`src/rtl/marche_isa_pkg.sv`:
```
// Shared ISA constants and sequencer state encoding for the vector core.
// Opcode occupies instr[0:5]; bit 0 of an instruction word is its MSB.
package marche_isa_pkg;

  localparam int OPC_W  = 6;
  localparam int OPC_HI = 0;
  localparam int OPC_LO = 5;

  localparam logic [OPC_W-1:0] OP_NOP = 6'b000000;
  localparam logic [OPC_W-1:0] OP_LD  = 6'b000001;
  localparam logic [OPC_W-1:0] OP_ST  = 6'b000010;
  localparam logic [OPC_W-1:0] OP_ALU = 6'b000100;
  localparam logic [OPC_W-1:0] OP_VMV = 6'b001000;

  typedef enum logic [2:0] {
    SEQ_IDLE     = 3'd0,
    SEQ_FETCH    = 3'd1,
    SEQ_ISSUE    = 3'd2,
    SEQ_MEM_WAIT = 3'd3,
    SEQ_DONE     = 3'd4
  } seq_state_e;

  function automatic logic op_known(input logic [OPC_W-1:0] op);
    return (op == OP_NOP) || (op == OP_LD) || (op == OP_ST) ||
           (op == OP_ALU) || (op == OP_VMV);
  endfunction

  function automatic logic op_is_mem(input logic [OPC_W-1:0] op);
    return (op == OP_LD) || (op == OP_ST);
  endfunction

  function automatic logic op_writes(input logic [OPC_W-1:0] op);
    return (op == OP_ALU) || (op == OP_VMV);
  endfunction

endpackage

```
`src/rtl/issue_perf_cnt.sv`:
```
// Pair of saturating 32-bit event counters with synchronous clear.
module issue_perf_cnt (
  input  logic        clk,
  input  logic        rst_n,
  input  logic        clr,
  input  logic        inc_a,
  input  logic        inc_b,
  output logic [31:0] cnt_a,
  output logic [31:0] cnt_b
);

  logic [31:0] cnt_a_q, cnt_b_q;

  always_ff @(posedge clk or negedge rst_n) begin
    if (!rst_n) begin
      cnt_a_q <= '0;
      cnt_b_q <= '0;
    end else if (clr) begin
      cnt_a_q <= '0;
      cnt_b_q <= '0;
    end else begin
      if (inc_a && !(&cnt_a_q)) cnt_a_q <= cnt_a_q + 32'd1;
      if (inc_b && !(&cnt_b_q)) cnt_b_q <= cnt_b_q + 32'd1;
    end
  end

  assign cnt_a = cnt_a_q;
  assign cnt_b = cnt_b_q;

endmodule

```
`src/rtl/instr_issue_seq.sv`:
```
// In-order fetch/issue sequencer: imem fetch, one-cycle issue, LD/ST ack wait with timeout.
// Optional ISSUE_PERF_EN adds perf_issued/perf_stall saturating counters.
module instr_issue_seq
  import marche_isa_pkg::*;
#(
  parameter int PC_W     = 8,
  parameter int PROG_LEN = 256,
  parameter int MEM_TO   = 15,
  parameter int TO_W     = 4
) (
  input  logic            clk,
  input  logic            rst_n,
  input  logic            start,
  output logic            imem_req,
  output logic [PC_W-1:0] imem_addr,
  input  logic [0:31]     imem_rdata,
  input  logic            imem_valid,
  output logic [0:31]     instr,
  output logic            instr_valid,
  output logic            dmem_req,
  input  logic            dmem_ack,
  output logic            wb_en,
  output logic            busy,
  output logic            done,
  output logic            mem_err,
  output logic            illegal_op
`ifdef ISSUE_PERF_EN
  ,
  output logic [31:0]     perf_issued,
  output logic [31:0]     perf_stall
`endif
);

  seq_state_e       state_q;
  logic [PC_W-1:0]  pc_q;
  logic [0:31]      instr_q;
  logic [TO_W-1:0]  timer_q;
  logic             mem_err_q;

  logic [OPC_W-1:0] op;
  logic             pc_last;
  logic [PC_W-1:0]  pc_adv_d;
  seq_state_e       st_adv_d;
  logic             start_acc;

  assign op        = instr_q[OPC_HI:OPC_LO];
  assign pc_last   = (pc_q == PC_W'(PROG_LEN - 1));
  assign pc_adv_d  = pc_last ? pc_q : pc_q + 1'b1;
  assign st_adv_d  = pc_last ? SEQ_DONE : SEQ_FETCH;
  assign start_acc = start && ((state_q == SEQ_IDLE) || (state_q == SEQ_DONE));

  always_ff @(posedge clk or negedge rst_n) begin
    if (!rst_n) begin
      state_q   <= SEQ_IDLE;
      pc_q      <= '0;
      instr_q   <= '0;
      timer_q   <= '0;
      mem_err_q <= 1'b0;
    end else begin
      unique case (state_q)
        SEQ_IDLE, SEQ_DONE: begin
          if (start) begin
            pc_q      <= '0;
            mem_err_q <= 1'b0;
            state_q   <= SEQ_FETCH;
          end
        end
        SEQ_FETCH: begin
          if (imem_valid) begin
            instr_q <= imem_rdata;
            state_q <= SEQ_ISSUE;
          end
        end
        SEQ_ISSUE: begin
          timer_q <= '0;
          if (op_is_mem(op)) begin
            state_q <= SEQ_MEM_WAIT;
          end else begin
            pc_q    <= pc_adv_d;
            state_q <= st_adv_d;
          end
        end
        SEQ_MEM_WAIT: begin
          // An ack arriving in the final timeout cycle still completes normally.
          if (dmem_ack) begin
            pc_q    <= pc_adv_d;
            state_q <= st_adv_d;
          end else if (timer_q == TO_W'(MEM_TO - 1)) begin
            mem_err_q <= 1'b1;
            state_q   <= SEQ_DONE;
          end else begin
            timer_q <= timer_q + 1'b1;
          end
        end
        default: state_q <= SEQ_IDLE;
      endcase
    end
  end

  assign imem_req    = (state_q == SEQ_FETCH);
  assign imem_addr   = pc_q;
  assign instr       = instr_q;
  assign instr_valid = (state_q == SEQ_ISSUE);
  assign illegal_op  = (state_q == SEQ_ISSUE) && !op_known(op);
  assign dmem_req    = ((state_q == SEQ_ISSUE) && op_is_mem(op)) || (state_q == SEQ_MEM_WAIT);
  assign wb_en       = ((state_q == SEQ_ISSUE) && op_writes(op)) ||
                       ((state_q == SEQ_MEM_WAIT) && dmem_ack && (op == OP_LD));
  assign busy        = (state_q != SEQ_IDLE) && (state_q != SEQ_DONE);
  assign done        = (state_q == SEQ_DONE);
  assign mem_err     = mem_err_q;

`ifdef ISSUE_PERF_EN
  issue_perf_cnt u_perf (
    .clk   (clk),
    .rst_n (rst_n),
    .clr   (start_acc),
    .inc_a (instr_valid),
    .inc_b ((state_q == SEQ_FETCH) || (state_q == SEQ_MEM_WAIT)),
    .cnt_a (perf_issued),
    .cnt_b (perf_stall)
  );
`else
  logic unused_start_acc;
  assign unused_start_acc = start_acc;
`endif

endmodule

```
`config.mk`:
```
export PLATFORM = sky130hd
export DESIGN_NAME = instr_issue_seq
export DESIGN_NICKNAME = d
export VERILOG_FILES = /design/src/rtl/marche_isa_pkg.sv /design/src/rtl/issue_perf_cnt.sv /design/src/rtl/instr_issue_seq.sv
export SDC_FILE = /design/constraint.sdc
export NUM_CORES = 1
export LEC_CHECK = 0
export ABC_AREA = 1
export CORE_MARGIN = 1.5
export CORE_UTILIZATION = 41
export CTS_BUF_LIST = sky130_fd_sc_hd__clkbuf_4 sky130_fd_sc_hd__clkbuf_8 sky130_fd_sc_hd__clkbuf_16
export CTS_CLUSTER_SIZE = 25
export DETAILED_ROUTE_END_ITERATION = 8
export GPL_ROUTABILITY_DRIVEN = 0
export PLACE_DENSITY = 0.77
export SLEW_MARGIN = 20
export SYNTH_ARGS = -nofsm -noshare
export SYNTH_HDL_FRONTEND = slang
export SYNTH_HIERARCHICAL = 1
export SYNTH_SLANG_ARGS = --single-unit
```
`constraint.sdc`:
```
create_clock -name clk -period 1.4 [get_ports clk]
set_input_delay 0.28 -clock clk [delete_from_list [all_inputs] [get_ports clk]]
set_output_delay 0.28 -clock clk [all_outputs]
set_load 0.01 [all_outputs]
```
# --- Yosys cells after proc, flatten, opt, wreduce, memory -nomap -nowiden ---
# Cells that the tools add are included.
totals:
  register_bits: 48
  out_inout_bits: 48
  elab_cells: 72
op_classes:
  n_addsub: 2
  eq_ne: 19
  n_mux: 19
  reduce_logical: 27
ops:
  columns: ["cell", "n"]
  rows:
  - ["$mux 8", 4]
  - ["$pmux 8 s3", 1]
  - ["$mux 3", 6]
  - ["$ne 2x2->1 const B", 6]
  - ["$pmux 3 s4", 1]
  - ["$add 8x1->8 const B", 1]
  - ["$eq 8x8->1 const B", 1]
  - ["$logic_or 1x1->1", 8]
  - ["$mux 4", 2]
  - ["$pmux 4 s2", 1]
  - ["$reduce_and 4->1", 2]
  - ["$eq 3x2->1 const B", 2]
  - ["$eq 6x1->1 const B", 1]
  - ["$eq 6x2->1 const B", 1]
  - ["$eq 6x3->1 const B", 1]
  - ["$eq 6x4->1 const B", 1]
  - ["$logic_and 1x1->1", 6]
  - ["$logic_not 6->1", 1]
  - ["$ne 3x3->1 const B", 2]
  - ["$reduce_and 3->1", 2]
  - ["$reduce_bool 3->1", 2]
  - ["$add 4x1->4 const B", 1]
  - ["$eq 4x4->1 const B", 1]
  - ["$reduce_bool 2->1", 2]
  - ["other kinds (9)", 11]

# --- Longest topological paths before layout ---
# Gate-level depths: netlist of run 1.
depth:
  word_depth: 7
  depth_mapped: 9

# --- Least setup slack after synthesis of run 1 ---
# OpenSTA, ideal clock, no wires.
synth_timing:
  path_type: "reg2out"
  from: "reg instr_q, in the netlist instr[0]"
  to: "out dmem_req"
  t_arrival_ns: 1.232
  required_time_ns: 1.120
  path_slack_ns: -0.112
  path_stages_with_launch: 8
  path_cell_list: "dfrtp_1 nor2_1 and2_1 o21ai_1 inv_2 nand2_2 buf_2 nand2_1"
synth_between:
  elab_chain_len: 4
  elab_cells_between_ends: 5
  cone_classes: "eq/ne (2); reduce/logical (3)"
synth_lines:
  columns: ["element", "line", "rtl"]
  rows:
  - ["start, declared", "instr_issue_seq.sv:36", "logic [0:31] instr_q;"]
  - ["start signal, assigned", "instr_issue_seq.sv:70", "instr_q <= imem_rdata;"]
  - ["$eq 6x1->1 or $eq 6x2->1 (tied branches)", "marche_isa_pkg.sv:29", "return (op == OP_LD) || (op == OP_ST);"]
  - ["$logic_or 1x1->1 *", "marche_isa_pkg.sv:29", null]
  - ["$logic_and 1x1->1 *", "instr_issue_seq.sv:105", "assign dmem_req = ((state_q == SEQ_ISSUE) && op_is_mem(op)) || (state_q == SEQ_MEM_WAIT);"]
  - ["$logic_or 1x1->1 *", "instr_issue_seq.sv:105", null]
  - ["end, declared", "instr_issue_seq.sv:20", "output logic dmem_req,"]
# Mark *: on every way between the ends. The rest lies on a longest branch, timed or not.

# --- Final worst setup path of run 1 ---
layout_timing:
  from: "reg instr_q, in the netlist instr[1]"
  to: "out wb_en"
layout_between:
  elab_chain_len: 4
  elab_cells_between_ends: 7
  cone_classes: "eq/ne (3); reduce/logical (4)"
layout_lines:
  columns: ["element", "line", "rtl"]
  rows:
  - ["$eq 6x3->1 or $eq 6x4->1 (tied branches)", "marche_isa_pkg.sv:33", "return (op == OP_ALU) || (op == OP_VMV);"]
  - ["$logic_or 1x1->1", "marche_isa_pkg.sv:33", null]
  - ["$logic_and 1x1->1", "instr_issue_seq.sv:106", "assign wb_en = ((state_q == SEQ_ISSUE) && op_writes(op)) ||"]
  - ["$logic_or 1x1->1 *", "instr_issue_seq.sv:106", null]
  - ["end, declared", "instr_issue_seq.sv:22", "output logic wb_en,"]
# Marked as above.

==> results of run 1 <==
## logic make-up after synthesis
logic type | synth area share, %
compound gates | 3.80
buf+inv | 5.64
flops | 49.3
xor+xnor | 1.08
mux | 17.9
fa+ha+maj | 1.54
simple gates | 20.8
## routing by layer
layer  routed length, um  part of all wire, %
met3                 502                  6.9
met5                   0                    0
met1                2860                   40
met4                 107                  1.5
met2                3760                   52
## layout make-up
| class | instances | area (um2) |
|---|---|---|
| clock buffers | 5 | 68.8 |
| clock inverters | 3 | 18.8 |
| fillers | 372 | 1220 |
| inverters | 25 | 98.8 |
| multi-input cells | 168 | 1390 |
| flip-flops and latches | 48 | 1200 |
| well taps | 72 | 90.1 |
| repair buffers | 160 | 1520 |
## synthesized netlist by cell type
library cell   n
nand2_1       55
ha_1           3
a211oi_1       1
nand3_1       22
o21ai_1        8
buf_2          2
and2_1         1
nor2_1        26
buf_6          3
nor2_2         2
nand3_2        2
mux2_4        26
inv_1         21
dfrtp_1       48
inv_2          4
nor2_4         1
nand2_4        2
nor3b_1        2
mux2_1         4
a21oi_1        6
nand2_2        1
o21ai_0        3
xor2_1         3
## cells in the final DEF, fill, tap and decap left out, types with 6 or more instances in the layout
cell type	n
inv_2	10
nor2_1	12
nand2_4	6
mux2_4	30
buf_4	45
inv_1	13
nand3_1	17
nand2_1	37
clkdlybuf4s50_1	35
buf_6	29
dlygate4sd2_1	32
nand2_2	14
nor2_2	8
dfrtp_1	46
nor2_4	9
## final timing paths
check,start,cells past startpoint,to
worst max-delay path,instr[1]$_DFFE_PN0P_,6,wb_en
worst min-delay path,rst_n,2,imem_addr[5]$_DFFE_PN0P_
worst max register to register,state_q[0]$_DFFE_PN0P_,11,imem_addr[7]$_DFFE_PN0P_
worst min register to register,instr[21]$_DFFE_PN0P_,1,instr[21]$_DFFE_PN0P_
max in group asynchronous,rst_n,3,imem_addr[6]$_DFFE_PN0P_
min in group clk,instr[21]$_DFFE_PN0P_,1,instr[21]$_DFFE_PN0P_
## what timing repair did
item	in CTS	in global routing
buffers inserted	23	15
setup endpoints to repair	90	63
gates cloned	4	1
hold buffers	1	0
endpoints found under the hold margin	12	0
pin swaps	19	19
gates resized for setup	147	70
## power by group
| part | switching, mW | total, mW | internal [mW] |
|---|---|---|---|
| combinational | 2.19 | 5.16 | 2.97 |
| sequential | 0.382 | 2.35 | 1.97 |
| clock | 0.464 | 0.812 | 0.349 |
## worst max-delay path: cells and delay by family (launching register included)
family                 cells  cell delay [ns]
AO/OA/AOI/OAI              1             0.21
buffers and inverters      3             0.37
flip-flops                 1             0.40
AND/OR/NAND/NOR            2             0.30
## per-stage QoR
stage          hold WS, ns  setup TNS [ns]  util, %  instances
6_report             0.412          -10.51     78.3        481
5_1_grt              0.447          -15.22     78.3        481
4_1_cts              0.412           -7.67     74.9        473
3_5_place_dp         0.210           -7.00     65.7        438
3_3_place_gp         0.203           -6.31     65.7        438
2_1_floorplan      -0.0156               0        -        246
## sequential cells by signal (all words and copies together), names as in the netlist
signal	cells
timer_q	4
instr	32
mem_err	1
state_q	3
imem_addr	8
==> metrics.cfg, run 1 <==
[run_status]
status = finished with violations
violations = negative setup slack

[layout]
post-route-cell-area_um2 = 4390
area_growth_pct = 80.0
diodes = 0
nets = 448
drive_gt1_share_pct = 48.9

[die]
dieArea_um2 = 6420
initial_core_util_pct = 43.5
std_cell_rows = 27
io_pins = 85
die_h_um = 80.1
die_w_um = 80.1
core_um2 = 5610

[worst_setup_path]
crit_required_ns = 1.12
crit_slowest_cell = dfrtp_1
path_class = flip-flop to primary output
path_cells = nor2_2, buf_4, buf_4, nand3_1, o21ai_2, buf_2
r2r_setup_slack_ns = -0.25
critPathMaxFanout = 4
cp.arrival_ns = 1.57
worst_path_most_repeated_cell = buf_4
critPathLaunchType = flip-flop
critPathMaxStageDelay_ns = 0.40
crit_path_end_kind = primary output

[sta]
fin_ws_ns = -0.447
rsz0062_at_grt = yes
slew_violations = 0
fmax_mhz = 541
setup_viol = 48
skew_ns = 0.00734
fin_crit_sh_pct = 132
final-hold-violation-count = 0
max_slew_margin_pct = 76.0
min_period_ns = 1.85
worst_pin_slew_ns = 0.360

[logic_synthesis]
ys_seq_elements = 48
yosys.area.top_type = dfrtp_1
synth-seq-area-share_pct = 49.3
yosys-top-cells-area = dfrtp_1, mux2_4, nand2_1
synthesis.area_um2 = 2440
synthesis.nets = 286
synthCells = 246
yosys.cell_types.count = 23
syn_area_per_cell_um2 = 9.91
yosys_warnings = 6
synth_top_area_share_pct = 49.3

[grt]
use_met2_pct = 37.8
grtUsageTotal_pct = 22.0
antenna_found_initial = 0
overflow = 0
first_global_vias = 2384
grt_use_met1_pct = 27.7
grt_max_degree = 37
grt_first_pass_wirelength_um = 10900
grt_use_met3_pct = 5.91
grt_busiest_layer = met2

[cts]
clk-insertion-delay-late_ns = 0.30
htree_levels = 2
cts.sinks = 48
clk_pin_slew_ns = 0.09
cts_buffer_depth = 2
root_buffer = clkbuf_8
cts_inserted_buffers = 5
cts_tree = built

[pwr]
power.total_mw = 8.32
ir_worst_vdd_uv = 1110
powerDensity_nw_per_um2 = 1900
power_leakage_nw = 2.22

[placed_design]
dpl_worst_slack_ns = -0.576
post_dp_cell_area_um2 = 3690
dp_hpwl_um = 4270
io_buffer_count = 84

[route]
vias_per_cell = 4.90
wl_um = 7230
drc = 0
firstDrtPassIters = 4
wl_per_cell_um = 15.0
route.vias.total = 2357
antenna_left = 0
first_iter_violations = 112

[worst_hold_path]
holdCritPathClass = input port to asynchronous set/reset pin

[job]
maxCapViolations = 0

No activity file was read; power rests on OpenSTA's default activity.
==> inputs of run 2 (changes only) <==
--- a/config.mk
+++ b/config.mk
@@ -6,13 +6,15 @@
 export NUM_CORES = 1
 export LEC_CHECK = 0
 export ABC_AREA = 1
+export CELL_PAD_IN_SITES_DETAIL_PLACEMENT = 0
+export CELL_PAD_IN_SITES_GLOBAL_PLACEMENT = 1
 export CORE_MARGIN = 1.5
-export CORE_UTILIZATION = 41
+export CORE_UTILIZATION = 30
 export CTS_BUF_LIST = sky130_fd_sc_hd__clkbuf_4 sky130_fd_sc_hd__clkbuf_8 sky130_fd_sc_hd__clkbuf_16
 export CTS_CLUSTER_SIZE = 25
 export DETAILED_ROUTE_END_ITERATION = 8
 export GPL_ROUTABILITY_DRIVEN = 0
-export PLACE_DENSITY = 0.77
+export PLACE_DENSITY = 0.75
 export SLEW_MARGIN = 20
 export SYNTH_ARGS = -nofsm -noshare
 export SYNTH_HDL_FRONTEND = slang
==> run 2 against run 1 <==
The run still ends with negative setup slack left. Worst hold slack gained 0.073 ns. Clock power grew 15%. Global-route usage shrank 5.8 points. Sequential share of layout area shrank 0.47 points. Die area grew 35%. Core utilization shrank 21 points. Highest routed layer unchanged. Count of clock-buffer cells in the layout grew 1. Wire length shrank 7.4%. Sequential power is essentially flat. Power grew 2.9%. Setup slack gained 0.10 ns. Largest power group unchanged. Register-to-register slack lost 0.05 ns.
==> metrics.cfg, run 2 (synthesized netlist as in run 1, its figures left out) <==
[worst_setup_path]
crit_required_ns = 1.12
cp-startpoint = state_q[2]$_DFFE_PN0P_
critPathMaxStageDelay_ns = 0.40
critPathMaxFanout = 3
path_cells = inv_2, buf_6, nand3_4, nor2_4, inv_1, o21ai_1, buf_2
path_class = flip-flop to primary output
r2r-start = state_q[2]$_DFFE_PN0P_
crit_slowest_cell = dfrtp_1
crit_buf_inv = 4
path_delay_family = buffers and inverters
cp.arrival_ns = 1.47
r2r_setup_slack_ns = -0.30
crit_path_end_kind = primary output
critPathLaunchType = flip-flop

[worst_hold_path]
holdCritPathClass = input port to asynchronous set/reset pin

[pwr]
internal-power_mw = 5.46
seq_power_share_pct = 27.7
clkPwrFrac_pct = 10.9
power_leakage_nw = 2.22
powerDensity_nw_per_um2 = 1910
combPwrFrac_pct = 61.4
swShare_pct = 36.2
p_sw_mw = 3.10
ir_worst_vdd_uv = 1130

[cts]
clk-insertion-delay-late_ns = 0.31
cts.sinks = 48
cts_inserted_buffers = 5
cts_tree = built
root_buffer = clkbuf_8
htree_levels = 2
cts_buffer_depth = 2
clk_pin_slew_ns = 0.09

[layout]
layout_common_cells = buf_4, nand2_1, dfrtp_1
largest_reg_flops = 32
nets = 450
diodes = 0
drive_gt1_share_pct = 47.4
area_growth_pct = 83.9
final_common_cell = buf_4
final_cells = 513
fin_util_pct = 57.4
post-route-cell-area_um2 = 4480

[route]
firstDrtPassIters = 4
antenna_left = 0
route.vias.total = 2252
first_iter_violations = 62
wl_um = 6690
drc = 0
vias_per_cell = 4.39
wl_per_cell_um = 13.0

[sta]
whs_ns = 0.485
skew_ns = 0.00564
slew_violations = 0
fmax_mhz = 573
rsz0062_at_grt = yes
fin_ws_ns = -0.347
setup_tns_ns = -11.95
final-hold-violation-count = 0
fin_crit_sh_pct = 125
worst_pin_slew_ns = 0.267
setup_viol = 57
min_period_ns = 1.75
max_slew_margin_pct = 82.2

[placed_design]
dp_cells = 473
dp_hpwl_um = 4420
io_buffer_count = 84
post_dp_cell_area_um2 = 3770

[grt]
first_global_vias = 2373
grtUsageTotal_pct = 16.2
antenna_found_initial = 0
overflow = 0
grt_max_degree = 49
grt_first_pass_wirelength_um = 11100

[die]
dieArea_um2 = 8680
io_pins = 85
die_h_um = 93.2
die_w_um = 93.2
initial_core_util_pct = 31.2
std_cell_rows = 32
core_um2 = 7810

[job]
maxCapViolations = 0

[run_status]
status = finished with violations
violations = negative setup slack

## run 2: final timing paths
check	endpoint	depth (start not counted)
max in group asynchronous	imem_addr[0]$_DFFE_PN0P_	3
hold reg to reg	instr[8]$_DFFE_PN0P_	1
hold / removal	instr[14]$_DFFE_PN0P_	3
min in group clk	instr[8]$_DFFE_PN0P_	1
setup / recovery	wb_en	7
setup reg to reg	instr[9]$_DFFE_PN0P_	10
## run 2: repair_timing
action,CTS,global route
pin swaps,12,15
hold endpoints to repair,48,0
setup buffers,21,9
resized for setup,142,49
hold buffers,1,0
cloned,3,0
endpoints found under the setup margin,91,60
## run 2: tightest hold or removal path: stages
cell,delay [ns]
dlygate4sd3_1,0.52
buf_2,0.12
buf_12,0.25
## run 2: final cells by class
class,count,area [um2]
fillers,654,3320
flip-flops and latches,48,1210
well taps,102,128
multi-input cells,168,1400
clock buffers,6,82.6
clock inverters,2,17.5
repair buffers,162,1550
inverters,25,98.8
## run 2: through the flow
| stage | worst slack [ns] | power, mW |
|---|---|---|
| 2_1_floorplan | 0.00319 | 4.34 |
| 3_3_place_gp | -0.571 | 6.58 |
| 3_5_place_dp | -0.594 | 6.63 |
| 4_1_cts | -0.318 | 8.16 |
| 5_1_grt | -0.431 | 9.08 |
| 6_report | -0.347 | 8.56 |
## run 2: per-layer routing
metal  part of all wire (%)  vias up  routed length [um]  GRT usage [%]
li1                       -     1123                   -              -
met1                     42     1055                2820           19.0
met2                     49       70                3290           28.1
met3                    8.1        4                 541           5.77
met4                   0.70        0                  47           3.91
met5                      0        -                   0              0
## run 2: power by group through the flow
stage / registers, mW / clock network, mW / logic, mW
floorplan: 2.61 / 0 / 1.74
global placement: 2.35 / 0 / 4.22
detailed placement: 2.35 / 0 / 4.28
CTS: 2.33 / 0.974 / 4.85
global route: 2.45 / 1.01 / 5.62
finish: 2.37 / 0.932 / 5.26
==> inputs of run 3 (changes only) <==
--- a/config.mk
+++ b/config.mk
@@ -14,6 +14,7 @@
 export CTS_CLUSTER_SIZE = 25
 export DETAILED_ROUTE_END_ITERATION = 8
 export GPL_ROUTABILITY_DRIVEN = 0
+export GPL_TIMING_DRIVEN = 0
 export PLACE_DENSITY = 0.75
 export SLEW_MARGIN = 20
 export SYNTH_ARGS = -nofsm -noshare
==> run 3 against run 2 <==
The flow still finishes with violations (negative setup slack). Worst hold slack lost 0.054 ns. Critical path depth decreased by 1. Power down 8.8%. Wire length is 7.5% lower. Non-clock buffer count decreased by 22. Clock power rose by 16%. Cell count is 4.3% lower. Die area is the same. Fmax rose by 0.36%. Count of clock-buffer cells in the layout is the same. Sequential share of layout area grew 2.0 points. First-iteration DRC count shrank 4.8%. Critical endpoint unchanged. Largest cell class unchanged.
==> metrics.cfg, run 3 (synthesized netlist as in run 1, its figures left out) <==
[pwr]
power_leakage_nw = 2.11
powerDensity_nw_per_um2 = 1870
p_sw_mw = 2.75
swShare_pct = 35.2
combPwrFrac_pct = 55.5
internal-power_mw = 5.07
clkPwrFrac_pct = 13.8
seq_power_share_pct = 30.7
ir_worst_vdd_uv = 993

[cts]
cts_buffer_depth = 2
root_buffer = clkbuf_8
htree_levels = 2
clk_pin_slew_ns = 0.10
cts.sinks = 48
cts_inserted_buffers = 5
cts_tree = built
clk-insertion-delay-late_ns = 0.30

[sta]
min_period_ns = 1.74
fin_crit_sh_pct = 124
setup_viol = 47
whs_ns = 0.431
max_slew_margin_pct = 72.0
worst_pin_slew_ns = 0.420
skew_ns = 0.00790
fmax_mhz = 575
fin_ws_ns = -0.340
rsz0062_at_grt = yes
slew_violations = 0
final-hold-violation-count = 0

[grt]
first_global_vias = 2149
grt_max_degree = 33
grt_first_pass_wirelength_um = 9830
overflow = 0
grtUsageTotal_pct = 14.4
antenna_found_initial = 0

[route]
drc = 0
wl_per_cell_um = 12.6
first_iter_violations = 59
antenna_left = 0
wl_um = 6190
route.vias.total = 2158
firstDrtPassIters = 4
vias_per_cell = 4.40

[worst_setup_path]
critPathLaunchType = input port
worst_path_most_repeated_cell = inv_1
crit_required_ns = 1.12
critPathMaxStageDelay_ns = 0.53
crit_cells = 6
critPathMaxFanout = 4
crit_buf_inv = 4
path_cells = clkdlybuf4s50_1, inv_1, nor2_2, inv_1, o21ai_2, buf_2
r2r-start = state_q[2]$_DFFE_PN0P_
r2r.worst_path.cells = 10
path_class = input port to primary output
crit_slowest_cell = clkdlybuf4s50_1
cp.arrival_ns = 1.46
r2r_setup_slack_ns = -0.32
path_delay_family = buffers and inverters
crit_path_end_kind = primary output
regToRegEndpoint = instr[23]$_DFFE_PN0P_

[run_status]
status = finished with violations
violations = negative setup slack

[placed_design]
io_buffer_count = 84
dp_hpwl_um = 4140
dpl_worst_slack_ns = -0.713

[layout]
diodes = 0
nets = 428
final_common_cell = nand2_1
area_growth_pct = 71.2
layout_common_cells = nand2_1, dfrtp_1, buf_4
largest_reg_flops = 32
drive_gt1_share_pct = 40.6

[die]
std_cell_rows = 32
initial_core_util_pct = 31.2
die_w_um = 93.2
dieArea_um2 = 8680
die_h_um = 93.2
io_pins = 85
core_um2 = 7810

[worst_hold_path]
holdCritPathClass = input port to asynchronous set/reset pin

[job]
maxCapViolations = 0

[run 3: worst reg2reg max path, stage by stage, from the launching register on]
cell	delay (ns)
dfrtp_1	0.40
inv_2	0.11
buf_4	0.12
buf_6	0.09
nand3_4	0.07
inv_2	0.07
buf_6	0.10
nand2_8	0.06
buf_12	0.14
clkbuf_16	0.15
mux2_4	0.29
[run 3: what timing repair did]
item,4_1_cts,5_1_grt
buffers inserted,29,19
resized for setup,111,42
hold endpoints to repair,16,0
setup endpoints to repair,60,57
pin swaps,16,13
hold buffers,1,0
gates cloned,1,1
[run 3: how the worst max path moves through the flow]
| stage | from | to | slack (ns) |
|---|---|---|---|
| 3_5_place_dp | dmem_ack | wb_en | -0.71 |
| 2_1_floorplan | imem_addr[1]$_DFFE_PN0P_ | imem_addr[1]$_DFFE_PN0P_ | 0.003 |
| 6_report | dmem_ack | wb_en | -0.34 |
| 4_1_cts | instr[0]$_DFFE_PN0P_ | dmem_req | -0.33 |
| 5_1_grt | state_q[2]$_DFFE_PN0P_ | illegal_op | -0.41 |
| 3_3_place_gp | rst_n | imem_addr[0]$_DFFE_PN0P_ | -1.55 |
[run 3: layout make-up]
type | count | area (um2)
inverters | 25 | 93.8
repair buffers | 135 | 1240
plain buffers | 5 | 80.1
well taps | 102 | 128
multi-input cells | 168 | 1300
clock buffers | 6 | 82.6
clock inverters | 2 | 38.8
flip-flops and latches | 48 | 1210
fillers | 711 | 3630
[run 3: power groups by stage]
| stage | logic (mW) | registers, mW | clock network, mW |
|---|---|---|---|
| after floorplan | 1.74 | 2.61 | 0 |
| after global placement | 3.55 | 2.41 | 0 |
| after detailed placement | 3.60 | 2.39 | 0 |
| after CTS | 3.90 | 2.39 | 1.11 |
| after global routing | 4.69 | 2.48 | 1.16 |
| final | 4.33 | 2.40 | 1.08 |
[run 3: routing by layer]
layer / up-vias / share of wire (%) / global-route usage (%)
met5: - / 0 / 0
li1: 1078 / - / -
met3: 4 / 9.3 / 6.02
met2: 70 / 47 / 23.2
met1: 1006 / 42 / 17.5
met4: 0 / 0.82 / 4.55
[run 3: per-stage QoR]
stage,area [um2],std cells,TNS (ns),util (%),power (mW)
after floorplan,2480,246,0,-,4.34
after global placement,3450,432,-74.44,44.1,5.96
after CTS,3910,472,-7.48,50.1,7.40
after global routing,4180,491,-15.00,53.5,8.33
final,4180,491,-11.32,53.5,7.81
after detailed placement,3460,433,-9.11,44.3,5.99
